### src/rtl/interrupt_controller_pkg.sv
// Shared types and constants for the interrupt controller: FSM states, ID width and the
// default memory-mapped register addresses.
package interrupt_controller_pkg;

   typedef enum logic [1:0] {
      StIdle    = 2'd0,
      StReq     = 2'd1,
      StService = 2'd2
   } irq_state_e;

   localparam int unsigned IdWidth = 4;

   localparam logic [31:0] DefaultIdnBase   = 32'hF000_0010;
   localparam logic [31:0] DefaultImaskBase = 32'hF000_0014;
   localparam logic [31:0] DefaultIstatBase = 32'hF000_0018;

endpackage

### src/rtl/Register.sv
// Generic loadable register, asynchronous active-high reset to zero.
module Register #(
   parameter int unsigned WIDTH = 8
) (
   input  logic             clk,
   input  logic             reset,
   input  logic             load,
   input  logic [WIDTH-1:0] d,
   output logic [WIDTH-1:0] q
);

   always_ff @(posedge clk or posedge reset) begin
      if (reset) begin
         q <= '0;
      end else if (load) begin
         q <= d;
      end
   end

endmodule

### src/rtl/irq_priority_encoder.sv
// Fixed-priority encoder: lowest set index wins, ID = index + 1, ID 0 means none.
module irq_priority_encoder
   import interrupt_controller_pkg::*;
#(
   parameter int unsigned NUM_SRC = 4
) (
   input  logic [NUM_SRC-1:0] pend,
   output logic               valid,
   output logic [IdWidth-1:0] id
);

   always_comb begin
      valid = 1'b0;
      id    = '0;
      // Walk downwards so the lowest set index is the last one written.
      for (int i = int'(NUM_SRC) - 1; i >= 0; i--) begin
         if (pend[i]) begin
            valid = 1'b1;
            id    = IdWidth'(i + 1);
         end
      end
   end

endmodule

### src/rtl/interrupt_controller.sv
// Masked fixed-priority interrupt controller with request/acknowledge/return handshake
// and memory-mapped ID, mask and status registers.
module interrupt_controller
   import interrupt_controller_pkg::*;
#(
   parameter int unsigned     BITS       = 32,
   parameter int unsigned     NUM_SRC    = 4,
   parameter logic [BITS-1:0] IDN_BASE   = BITS'(DefaultIdnBase),
   parameter logic [BITS-1:0] IMASK_BASE = BITS'(DefaultImaskBase),
   parameter logic [BITS-1:0] ISTAT_BASE = BITS'(DefaultIstatBase)
) (
   input  logic               clk,
   input  logic               reset,
   input  logic               we,
   input  logic               re,
   input  logic [BITS-1:0]    memAddr,
   input  logic [BITS-1:0]    dataBusIn,
   output logic [BITS-1:0]    dataBusOut,
   input  logic [NUM_SRC-1:0] irq_src,
   input  logic               cpu_ie,
   output logic               intr_req,
   input  logic               intr_ack,
   input  logic               intr_ret,
   output logic [BITS-1:0]    debug
);

   logic [NUM_SRC-1:0] mask_q;
   logic [NUM_SRC-1:0] pend;
   logic               pend_valid;
   logic [IdWidth-1:0] pend_id;
   logic               mask_load;
   irq_state_e         state_q, state_d;
   logic [IdWidth-1:0] winner_q, winner_d;
   logic               intr_req_q;
   logic [7:0]         mask_dbg;
   logic               unused_din;

   assign mask_load  = we && (memAddr == IMASK_BASE);
   assign unused_din = ^dataBusIn[BITS-1:NUM_SRC];

   Register #(
      .WIDTH (NUM_SRC)
   ) u_mask_reg (
      .clk   (clk),
      .reset (reset),
      .load  (mask_load),
      .d     (dataBusIn[NUM_SRC-1:0]),
      .q     (mask_q)
   );

   assign pend = irq_src & mask_q;

   irq_priority_encoder #(
      .NUM_SRC (NUM_SRC)
   ) u_prio (
      .pend  (pend),
      .valid (pend_valid),
      .id    (pend_id)
   );

   always_comb begin
      state_d  = state_q;
      winner_d = winner_q;
      unique case (state_q)
         StIdle: begin
            if (cpu_ie && pend_valid) begin
               winner_d = pend_id;
               state_d  = StReq;
            end
         end
         StReq: begin
            // Ack takes precedence over a simultaneous interrupt-enable drop.
            if (intr_ack) begin
               state_d = StService;
            end else if (!cpu_ie) begin
               winner_d = '0;
               state_d  = StIdle;
            end
         end
         StService: begin
            if (intr_ret) begin
               winner_d = '0;
               state_d  = StIdle;
            end
         end
         default: begin
            winner_d = '0;
            state_d  = StIdle;
         end
      endcase
   end

   always_ff @(posedge clk or posedge reset) begin
      if (reset) begin
         state_q    <= StIdle;
         winner_q   <= '0;
         intr_req_q <= 1'b0;
      end else begin
         state_q    <= state_d;
         winner_q   <= winner_d;
         intr_req_q <= (state_d == StReq);
      end
   end

   assign intr_req = intr_req_q;

   always_comb begin
      mask_dbg              = '0;
      mask_dbg[NUM_SRC-1:0] = mask_q;
   end

   always_comb begin
      dataBusOut = '0;
      if (re && !we) begin
         if (memAddr == IDN_BASE) begin
            dataBusOut = BITS'(winner_q);
         end else if (memAddr == IMASK_BASE) begin
            dataBusOut = BITS'(mask_q);
         end else if (memAddr == ISTAT_BASE) begin
            dataBusOut = BITS'(irq_src);
         end
      end
   end

   always_comb begin
      debug       = '0;
      debug[1:0]  = state_q;
      debug[7:4]  = winner_q;
      debug[15:8] = mask_dbg;
   end

endmodule

### config.mk
export PLATFORM = sky130hd
export DESIGN_NAME = interrupt_controller
export DESIGN_NICKNAME = d
export VERILOG_FILES = /design/src/rtl/interrupt_controller_pkg.sv /design/src/rtl/Register.sv /design/src/rtl/irq_priority_encoder.sv /design/src/rtl/interrupt_controller.sv
export SDC_FILE = /design/constraint.sdc
export NUM_CORES = 1
export LEC_CHECK = 0
export ABC_CLOCK_PERIOD_IN_PS = 4000
export CAP_MARGIN = 20
export CORE_ASPECT_RATIO = 1.75
export CORE_UTILIZATION = 29
export DETAILED_ROUTE_END_ITERATION = 7
export MAX_ROUTING_LAYER = met4
export PLACE_DENSITY = 0.93
export SLEW_MARGIN = 20
export SYNTH_ARGS = -nofsm -noshare
export SYNTH_HDL_FRONTEND = slang
export SYNTH_HIERARCHICAL = 1
export SYNTH_SLANG_ARGS = --single-unit
### constraint.sdc
create_clock -name clk -period 4 [get_ports clk]
set_input_delay 1 -clock clk [delete_from_list [all_inputs] [get_ports clk]]
set_output_delay 1 -clock clk [all_outputs]
set_load 0.03 [all_outputs]
==> results of run 1 <==
-- stage by stage --
stage,total power [W],setup WS [ns],cells,utilization
3_3_place_gp,0.000235,0.283,237,0.444
2_1_floorplan,0.000224,0.817,181,-
4_1_cts,0.000350,0.276,241,0.456
3_5_place_dp,0.000236,0.277,237,0.444
6_report,0.000347,0.336,241,0.456
5_1_grt,0.000364,0.193,241,0.456
-- flip-flops by register name (all words and copies together) (netlist names) --
name          cells
state_q           2
u_mask_reg/q      4
winner_q          4
intr_req          1
-- layout by cell type (no fill, tap or decap), types with 3 or more instances in the layout --
cell and instances:
nand2_1 5, nor4b_2 3, buf_12 3, dfrtp_1 11
a22o_1 4, clkbuf_8 3, a21oi_1 6, clkdlybuf4s50_1 57
nor2_1 5, conb_1 51, mux2_2 4, nand3b_1 3
and2_1 4, nand2b_1 6, nor4_1 3, inv_1 5
-- worst max-delay path, cell delays in order --
cell and delay, ns:
clkdlybuf4s50_1 0.42, nor4_2 0.27, nand4_1 0.17, nor3_2 0.31, a21boi_1 0.33, buf_12 0.16
-- worst min-delay path by stage --
stage                           start           to  slack [ns]
after global placement    winner_q[1]  winner_q[1]        0.52
after detailed placement  winner_q[1]  winner_q[1]        0.53
final                     winner_q[1]  winner_q[1]        0.54
after CTS                 winner_q[1]  winner_q[1]        0.54
after global routing      winner_q[1]  winner_q[1]        0.55
after floorplan            state_q[1]   state_q[1]        0.70
-- final cells by class --
class / instances / area (um2) / area share
Timing Repair Buffer: 62 / 646 / 0.383
Multi-Input combinational cell: 113 / 644 / 0.382
Sequential cell: 11 / 275 / 0.163
Tap cell: 46 / 57.6 / 0.0341
Clock buffer: 4 / 45.0 / 0.0267
Inverter: 5 / 18.8 / 0.0111
-- cells by family after synthesis --
| logic type | synth area share |
|---|---|
| buffers and inverters | 0.355 |
| and+or+nand+nor | 0.232 |
| AOI/OAI and AO/OA | 0.116 |
| DFF | 0.241 |
| muxes | 0.0482 |
| other | 0.00658 |
-- cell usage after synthesis, drive strengths merged --
| cell type | number | share of area |
|---|---|---|
| buf | 51 | 0.34 |
| a21boi | 2 | 0.013 |
| a22o | 4 | 0.031 |
| clkbuf | 1 | 0.0033 |
| mux2 | 4 | 0.039 |
| nand4 | 1 | 0.0055 |
| and4b | 1 | 0.0088 |
| nand2 | 5 | 0.016 |
| dfrtp | 11 | 0.24 |
| inv | 5 | 0.016 |
| nand2b | 6 | 0.033 |
| o311a | 2 | 0.018 |
| nor3 | 1 | 0.0088 |
| mux2i | 1 | 0.0088 |
| a21o | 1 | 0.0077 |
| o21bai | 1 | 0.0066 |
| conb | 2 | 0.0066 |
| nor2 | 5 | 0.016 |
| nor2b | 2 | 0.011 |
| nor4b | 3 | 0.039 |
| and2 | 4 | 0.022 |
| nand3b | 3 | 0.020 |
| nand4b | 1 | 0.0077 |
| o21ai | 2 | 0.0088 |
| or3 | 1 | 0.0055 |
| nor4 | 5 | 0.038 |
| o22ai | 1 | 0.0055 |
| a21oi | 6 | 0.026 |
-- routing by layer --
metal | GRT usage | wire length (um) | part of all wire
met5 | - | 0 | 0
met4 | 0.0753 | 73 | 0.027
met3 | 0.0269 | 293 | 0.11
met2 | 0.264 | 1470 | 0.55
met1 | 0.114 | 836 | 0.31
-- power groups by stage --
stage / registers, W / logic (W) / clock network, W
after global placement: 0.000113 / 0.000121 / 0
after detailed placement: 0.000113 / 0.000123 / 0
final: 0.000112 / 0.000123 / 0.000112
after floorplan: 0.000113 / 0.000111 / 0
after global routing: 0.000111 / 0.000131 / 0.000122
after CTS: 0.000112 / 0.000123 / 0.000115
==> impl_metrics.tcl, run 1 <==
set metrics [dict create \
    cts_made_buffers 3 \
    grt_max_degree 12 \
    syn_avg_cell_area_um2 8.64 \
    initial_core_util 0.308 \
    r2r_start "u_mask_reg/q[2]" \
    netlist_area_um2 1140 \
    hold_depth 1 \
    power_frac_seq 0.322 \
    grt_pass1_wl_mm 4.20 \
    htree_num_levels 1 \
    dieArea_um2 4200 \
    min_path_type "reg -> reg" \
    insertion_delay_ns 0.24 \
    final-hold-violation-count 0 \
    cap_violations 0 \
    critPathRequiredTime_ns 3.00 \
    totalWireLength_mm 2.68 \
    r2r_end "winner_q[0]" \
    fill_cells 343 \
    path_class "in -> out" \
    cts_sinks 11 \
    endpoint_kind "primary output" \
    port_buffers 61 \
    grt_pass1_vias 977 \
    cp-start-kind "input pin" \
    ctsHoldBuffers 0 \
    pwr-share-clk 0.323 \
    core-area_um2 3700 \
    arrival_ns 2.66 \
    p_leak_nw 0.755 \
    firstDrtPassIters 4 \
    ys_ff_latch 11 \
    cts_tree "yes" \
    synth_cells 132 \
    final_nets 271 \
    seq_area_frac_synth 0.241 \
    die_w_um 49.4 \
    clockBufferDepth 2 \
    area_growth_pct 47.8 \
    first_iter_violations 14 \
    drv_slew 0 \
    cp-endpoint "dataBusOut[1]" \
    num_io_pins 140 \
    period_share 0.916 \
    grt_util_all_layers 0.136 \
    placementRows 29 \
    vias_per_cell 4.23 \
    reg2reg_depth 7 \
    synth-warning-count 6 \
    drcViolationCount 0 \
    share_comb_of_total_power 0.355 \
    status "finished clean" \
    final.setup.tns_ns 0 \
    rrSetupSlack_ns 2.49 \
    hold_ws_ns 0.536 \
    post-dp-hpwl_mm 2.33 \
    p_per_area_nw_per_um2 205 \
    ir_worst_vdd_v 0.000195 \
    post_cts_buffers 0 \
    via_count 1020 \
    antenna_found_initial 0 \
    cts_resized 0 \
    drive_above_1_share 0.0974 \
    setup_viol 0 \
    grt_setup_unrepaired "no" \
    swShare 0.348 \
    routedWlPerCell_um 11.1 \
    power.internal_w 0.000226 \
    stdcell_area_um2 1690 \
    synthDistinctLibCells 29 \
    die_h_um 85.0 \
    cts_root_buffer "clkbuf_8" \
    finalWeightedCongestion 0.796 \
    placed_area_um2 1640 \
    power_switching_w 0.000120 \
    gr-total-overflow 0 \
    cts.clk_slew.worst_paths_ns 0.05 \
    ant_nets 0 \
    antennaDiodeCount 0 \
    fin_crit_ns 3.66 \
    cp-startpoint "memAddr[17]" \
    cp_max_fo 4 \
    max_freq_mhz 273 \
    fin_skew_ns 0.000754 \
]
Note: power is estimated with default switching activity, not from simulation.
==> run 2: changes to the inputs <==
==> constraint.sdc (replaced) <==
create_clock -name clk -period 4 [get_ports clk]
set_input_delay 1 -clock clk [delete_from_list [all_inputs] [get_ports clk]]
set_output_delay 1 -clock clk [all_outputs]
set_load 0.01 [all_outputs]
==> run 2 against run 1 <==
Sequential cell count unchanged. Global-route usage increased by 0.65 points. Sequential power about the same. Maximum frequency increased by 1.7%. Critical endpoint unchanged. Largest cell class is now multi-input combinational cells.
==> impl_metrics.tcl, run 2 (synthesized netlist as in run 1, its figures left out) <==
set metrics [dict create \
    status "finished clean" \
    hold_depth 1 \
    r2r_end "winner_q[0]" \
    dpl_worst_slack_ns -0.0121 \
    cts_sinks 11 \
    final_util 0.455 \
    cp-start-kind "input pin" \
    fin_skew_ns 0.00501 \
    via_count 1041 \
    grt_max_degree 12 \
    cts_tree "yes" \
    setup_ws_ns 0.397 \
    first_iter_violations 13 \
    fin_crit_ns 3.60 \
    routedWlPerCell_um 11.5 \
    vias_per_cell 4.30 \
    r2r_start "u_mask_reg/q[2]" \
    cts_made_buffers 3 \
    die_h_um 85.0 \
    layout_common_cells "clkdlybuf4s50_1, conb_1, dfrtp_1" \
    ant_nets 0 \
    final.setup.tns_ns 0 \
    critPathRequiredTime_ns 3.00 \
    path_class "in -> out" \
    p_per_area_nw_per_um2 183 \
    arrival_ns 2.60 \
    rrSetupSlack_ns 2.41 \
    min-delay-start "state_q[1]" \
    insertion_delay_ns 0.24 \
    fin_cells 242 \
    port_buffers 61 \
    period_share 0.901 \
    grt_pass1_vias 1011 \
    setup_viol 0 \
    min_path_type "reg -> reg" \
    biggestRegsByFlops "u_mask_reg/q (4), winner_q (4), state_q (2)" \
    drv_slew 0 \
    clockBufferDepth 2 \
    post-dp-hpwl_mm 2.33 \
    antenna_found_initial 0 \
    grt_util_all_layers 0.142 \
    num_io_pins 140 \
    slowest_stage "clkdlybuf4s50_1" \
    firstDrtPassIters 4 \
    ir_worst_vdd_v 0.000195 \
    initial_core_util 0.308 \
    endpoint_kind "primary output" \
    htree_num_levels 1 \
    final_nets 272 \
    cp-startpoint "memAddr[7]" \
    antennaDiodeCount 0 \
    drive_above_1_share 0.0816 \
    core-area_um2 3700 \
    cts.clk_slew.worst_paths_ns 0.05 \
    reg2reg_depth 7 \
    crit_chain "clkdlybuf4s50_1 -> nor4b_2 -> nand4b_1 -> nor3_4 -> a21boi_1 -> dlymetal6s2s_1" \
    cap_violations 0 \
    grt_pass1_wl_mm 4.42 \
    area_growth_pct 47.5 \
    placementRows 29 \
    final_common_cell "clkdlybuf4s50_1" \
    gr-total-overflow 0 \
    dp_cells 238 \
    cp_max_fo 4 \
    max_freq_mhz 278 \
    fill_cells 353 \
    totalWireLength_mm 2.78 \
    die_w_um 49.4 \
    dieArea_um2 4200 \
    cp-endpoint "dataBusOut[1]" \
    finalWeightedCongestion 0.785 \
    post_cts_buffers 0 \
    p_leak_nw 0.835 \
    cts_root_buffer "clkbuf_8" \
    grt_setup_unrepaired "no" \
    cpPeakStageDelay_ns 0.42 \
    final-hold-violation-count 0 \
    drcViolationCount 0 \
]
==> run 2: changes by cell type in the layout (fill, tap and decap cells not counted) <==
cell            delta
dlymetal6s2s_1     +4
nor3_2             -1
nor3_4             +1
buf_12             -3
==> run 2: cell type report <==
class	count	area [um2]	area share
tap	46	57.6	0.0342
clock buffer	4	45.0	0.0268
timing repair buffer	63	636	0.378
multi-input combinational	113	651	0.387
inverter	5	18.8	0.0112
sequential	11	275	0.164
==> run 2: critical path, delay by kind of cell <==
family	cells	cell delay, ns
and+or+nand+nor	3	0.81
buffers and inverters	2	0.60
AOI/OAI and AO/OA	1	0.19
==> run 2: repair_timing <==
item                                   4_1_cts  5_1_grt
setup endpoints to repair                    3        4
pin swaps                                    1        2
hold buffers                                 0        0
endpoints found under the hold margin        0        0
resized for setup                            1        4
==> run 2: where the power goes <==
group | internal, W | switching [W]
Clock | 0.0000700 | 0.0000425
Sequential | 0.000112 | 0.000000000000877
Combinational | 0.0000452 | 0.0000382
Total | 0.000227 | 0.0000806
==> run 2: worst min-delay path by stage <==
stage	end
global placement	winner_q[1]
finish	state_q[1]
detailed placement	winner_q[1]
floorplan	state_q[1]
CTS	winner_q[1]
global route	winner_q[3]
==> run 2: metrics by stage <==
step                      area, um2  power, W  hold slack (ns)
after floorplan                1330  0.000182            0.554
final                          1680  0.000307            0.543
after detailed placement       1620  0.000196            0.530
after global routing           1680  0.000326            0.570
after CTS                      1670  0.000310            0.541
after global placement         1620  0.000195            0.526
==> run 2: routing by layer <==
| metal | track usage | share of wire |
|---|---|---|
| met4 | 0.0857 | 0.030 |
| met2 | 0.264 | 0.54 |
| met3 | 0.0323 | 0.12 |
| met5 | - | 0 |
| met1 | 0.126 | 0.31 |
==> run 3: changes to the inputs <==
--- a/config.mk
+++ b/config.mk
@@ -12,6 +12,7 @@
 export DETAILED_ROUTE_END_ITERATION = 7
 export MAX_ROUTING_LAYER = met4
 export PLACE_DENSITY = 0.93
+export REMOVE_ABC_BUFFERS = 1
 export SLEW_MARGIN = 20
 export SYNTH_ARGS = -nofsm -noshare
 export SYNTH_HDL_FRONTEND = slang
==> run 3 against run 2 <==
Wire length grew 2.0%. Register-to-register slack is essentially flat. Worst hold slack lost 0.014 ns. Total power grew 0.15%. Maximum frequency shrank 7.2%. Sequential power is essentially flat. Count of clock-buffer cells in the layout is the same. Clock skew shrank 0.0022 ns. Utilization grew 1.0 points. Combinational power grew 1%. Critical path depth is the same. Via count shrank 0.58%. Critical path type unchanged. Largest cell class is now non-clock buffers. Largest power group is now clock.
==> impl_metrics.tcl, run 3 (synthesized netlist as in run 1, its figures left out) <==
set metrics [dict create \
    status "finished clean" \
    drv_slew 0 \
    layout_common_cells "clkdlybuf4s50_1, conb_1, dfrtp_1" \
    cts_tree "yes" \
    grt_max_degree 12 \
    p_total_w 0.000308 \
    final_nets 276 \
    stdcell_area_um2 1720 \
    path_class "in -> out" \
    antenna_found_initial 0 \
    finalWeightedCongestion 0.791 \
    final_common_cell "clkdlybuf4s50_1" \
    drcViolationCount 0 \
    htree_num_levels 1 \
    drive_above_1_share 0.110 \
    core-area_um2 3700 \
    antennaDiodeCount 0 \
    ant_nets 0 \
    grt_util_all_layers 0.140 \
    placementRows 29 \
    setup_viol 0 \
    cts_sinks 11 \
    port_buffers 61 \
    clockBufferDepth 2 \
    placed_area_um2 1620 \
    vias_per_cell 4.21 \
    period_share 0.970 \
    die_h_um 85.0 \
    hold_ws_ns 0.530 \
    grt_pass1_vias 973 \
    cp-start-kind "input pin" \
    endpoint_kind "primary output" \
    totalWireLength_mm 2.84 \
    hold_depth 1 \
    cts.clk_slew.worst_paths_ns 0.05 \
    ir_worst_vdd_v 0.000163 \
    grt_setup_unrepaired "no" \
    reg2reg_depth 7 \
    insertion_delay_ns 0.24 \
    routedWlPerCell_um 11.5 \
    initial_core_util 0.308 \
    fin_skew_ns 0.00280 \
    cp_max_fo 2 \
    p_leak_nw 0.836 \
    final_util 0.465 \
    post-dp-hpwl_mm 2.36 \
    first_iter_violations 15 \
    cts_root_buffer "clkbuf_8" \
    area_growth_pct 50.8 \
    via_count 1035 \
    final-hold-violation-count 0 \
    min_path_type "reg -> reg" \
    fin_crit_ns 3.88 \
    cts_made_buffers 3 \
    critPathRequiredTime_ns 3.00 \
    p_per_area_nw_per_um2 179 \
    biggestRegsByFlops "u_mask_reg/q (4), winner_q (4), state_q (2)" \
    arrival_ns 2.88 \
    firstDrtPassIters 4 \
    die_w_um 49.4 \
    dieArea_um2 4200 \
    grt_pass1_wl_mm 4.33 \
    num_io_pins 140 \
    gr-total-overflow 0 \
    max_freq_mhz 258 \
    cap_violations 0 \
]
## run 3: cell types whose count changed in the layout (fill, tap and decap cells not counted)
cell             before  now
a21boi_1              2    1
a21boi_2              0    1
buf_4                 2    6
clkdlybuf4s50_1      57   58
dlymetal6s2s_1        4    3
nor4_1                3    2
nor4_2                2    3
## run 3: cell type report
class | instances | area (um2)
timing repair buffer | 67 | 663
fill | 352 | 1980
inverter | 5 | 18.8
clock buffer | 4 | 45.0
sequential | 11 | 275
multi-input combinational | 113 | 661
tap | 46 | 57.6
## run 3: path summary, 6_finish.rpt
kind                                       from              end  slack (ns)
worst max-delay path                memAddr[22]    dataBusOut[0]        0.12
worst min-delay path                winner_q[3]      winner_q[3]        0.53
worst max register to register  u_mask_reg/q[2]      winner_q[2]        2.40
worst min register to register      winner_q[3]      winner_q[3]        0.53
max in group asynchronous                 reset      winner_q[0]        2.74
min in group asynchronous                 reset  u_mask_reg/q[2]        0.97
## run 3: repair_timing
item / 4_1_cts / 5_1_grt
setup endpoints to repair: 2 / 4
buffers inserted: 1 / 3
pin swaps: 3 / 5
resized for setup: 3 / 3
cloned: 0 / 0
hold endpoints to repair: 0 / 0
hold buffers: 0 / 0
## run 3: where the power goes
part               switching [W]  leakage (nW)  total [W]  internal [W]
sequential     0.000000000000857         0.154   0.000111      0.000111
combinational          0.0000389         0.660  0.0000844     0.0000454
clock                  0.0000420        0.0228   0.000112     0.0000700
## run 3: stage by stage
| stage | cells | TNS, ns | worst slack [ns] |
|---|---|---|---|
| final | 246 | 0 | 0.119 |
| after global routing | 246 | 0 | 0.00277 |
| after CTS | 243 | 0 | 0.0279 |
| after detailed placement | 238 | -0.0426 | -0.0396 |
| after global placement | 238 | -0.0308 | -0.0308 |
| after floorplan | 129 | 0 | 1.09 |
## run 3: worst max-delay path: stages
cell and delay [ns]:
clkdlybuf4s50_1 0.41, nor4_2 0.28, nand4_1 0.20, nor3_4 0.25
o311a_1 0.20, clkdlybuf4s50_1 0.53
## run 3: routing by layer
metal	vias up	wire length (um)	GRT usage
li1	486	-	-
met1	462	912	0.118
met2	83	1570	0.280
met3	4	312	0.0287
met4	0	43	0.0623
met5	-	0	-
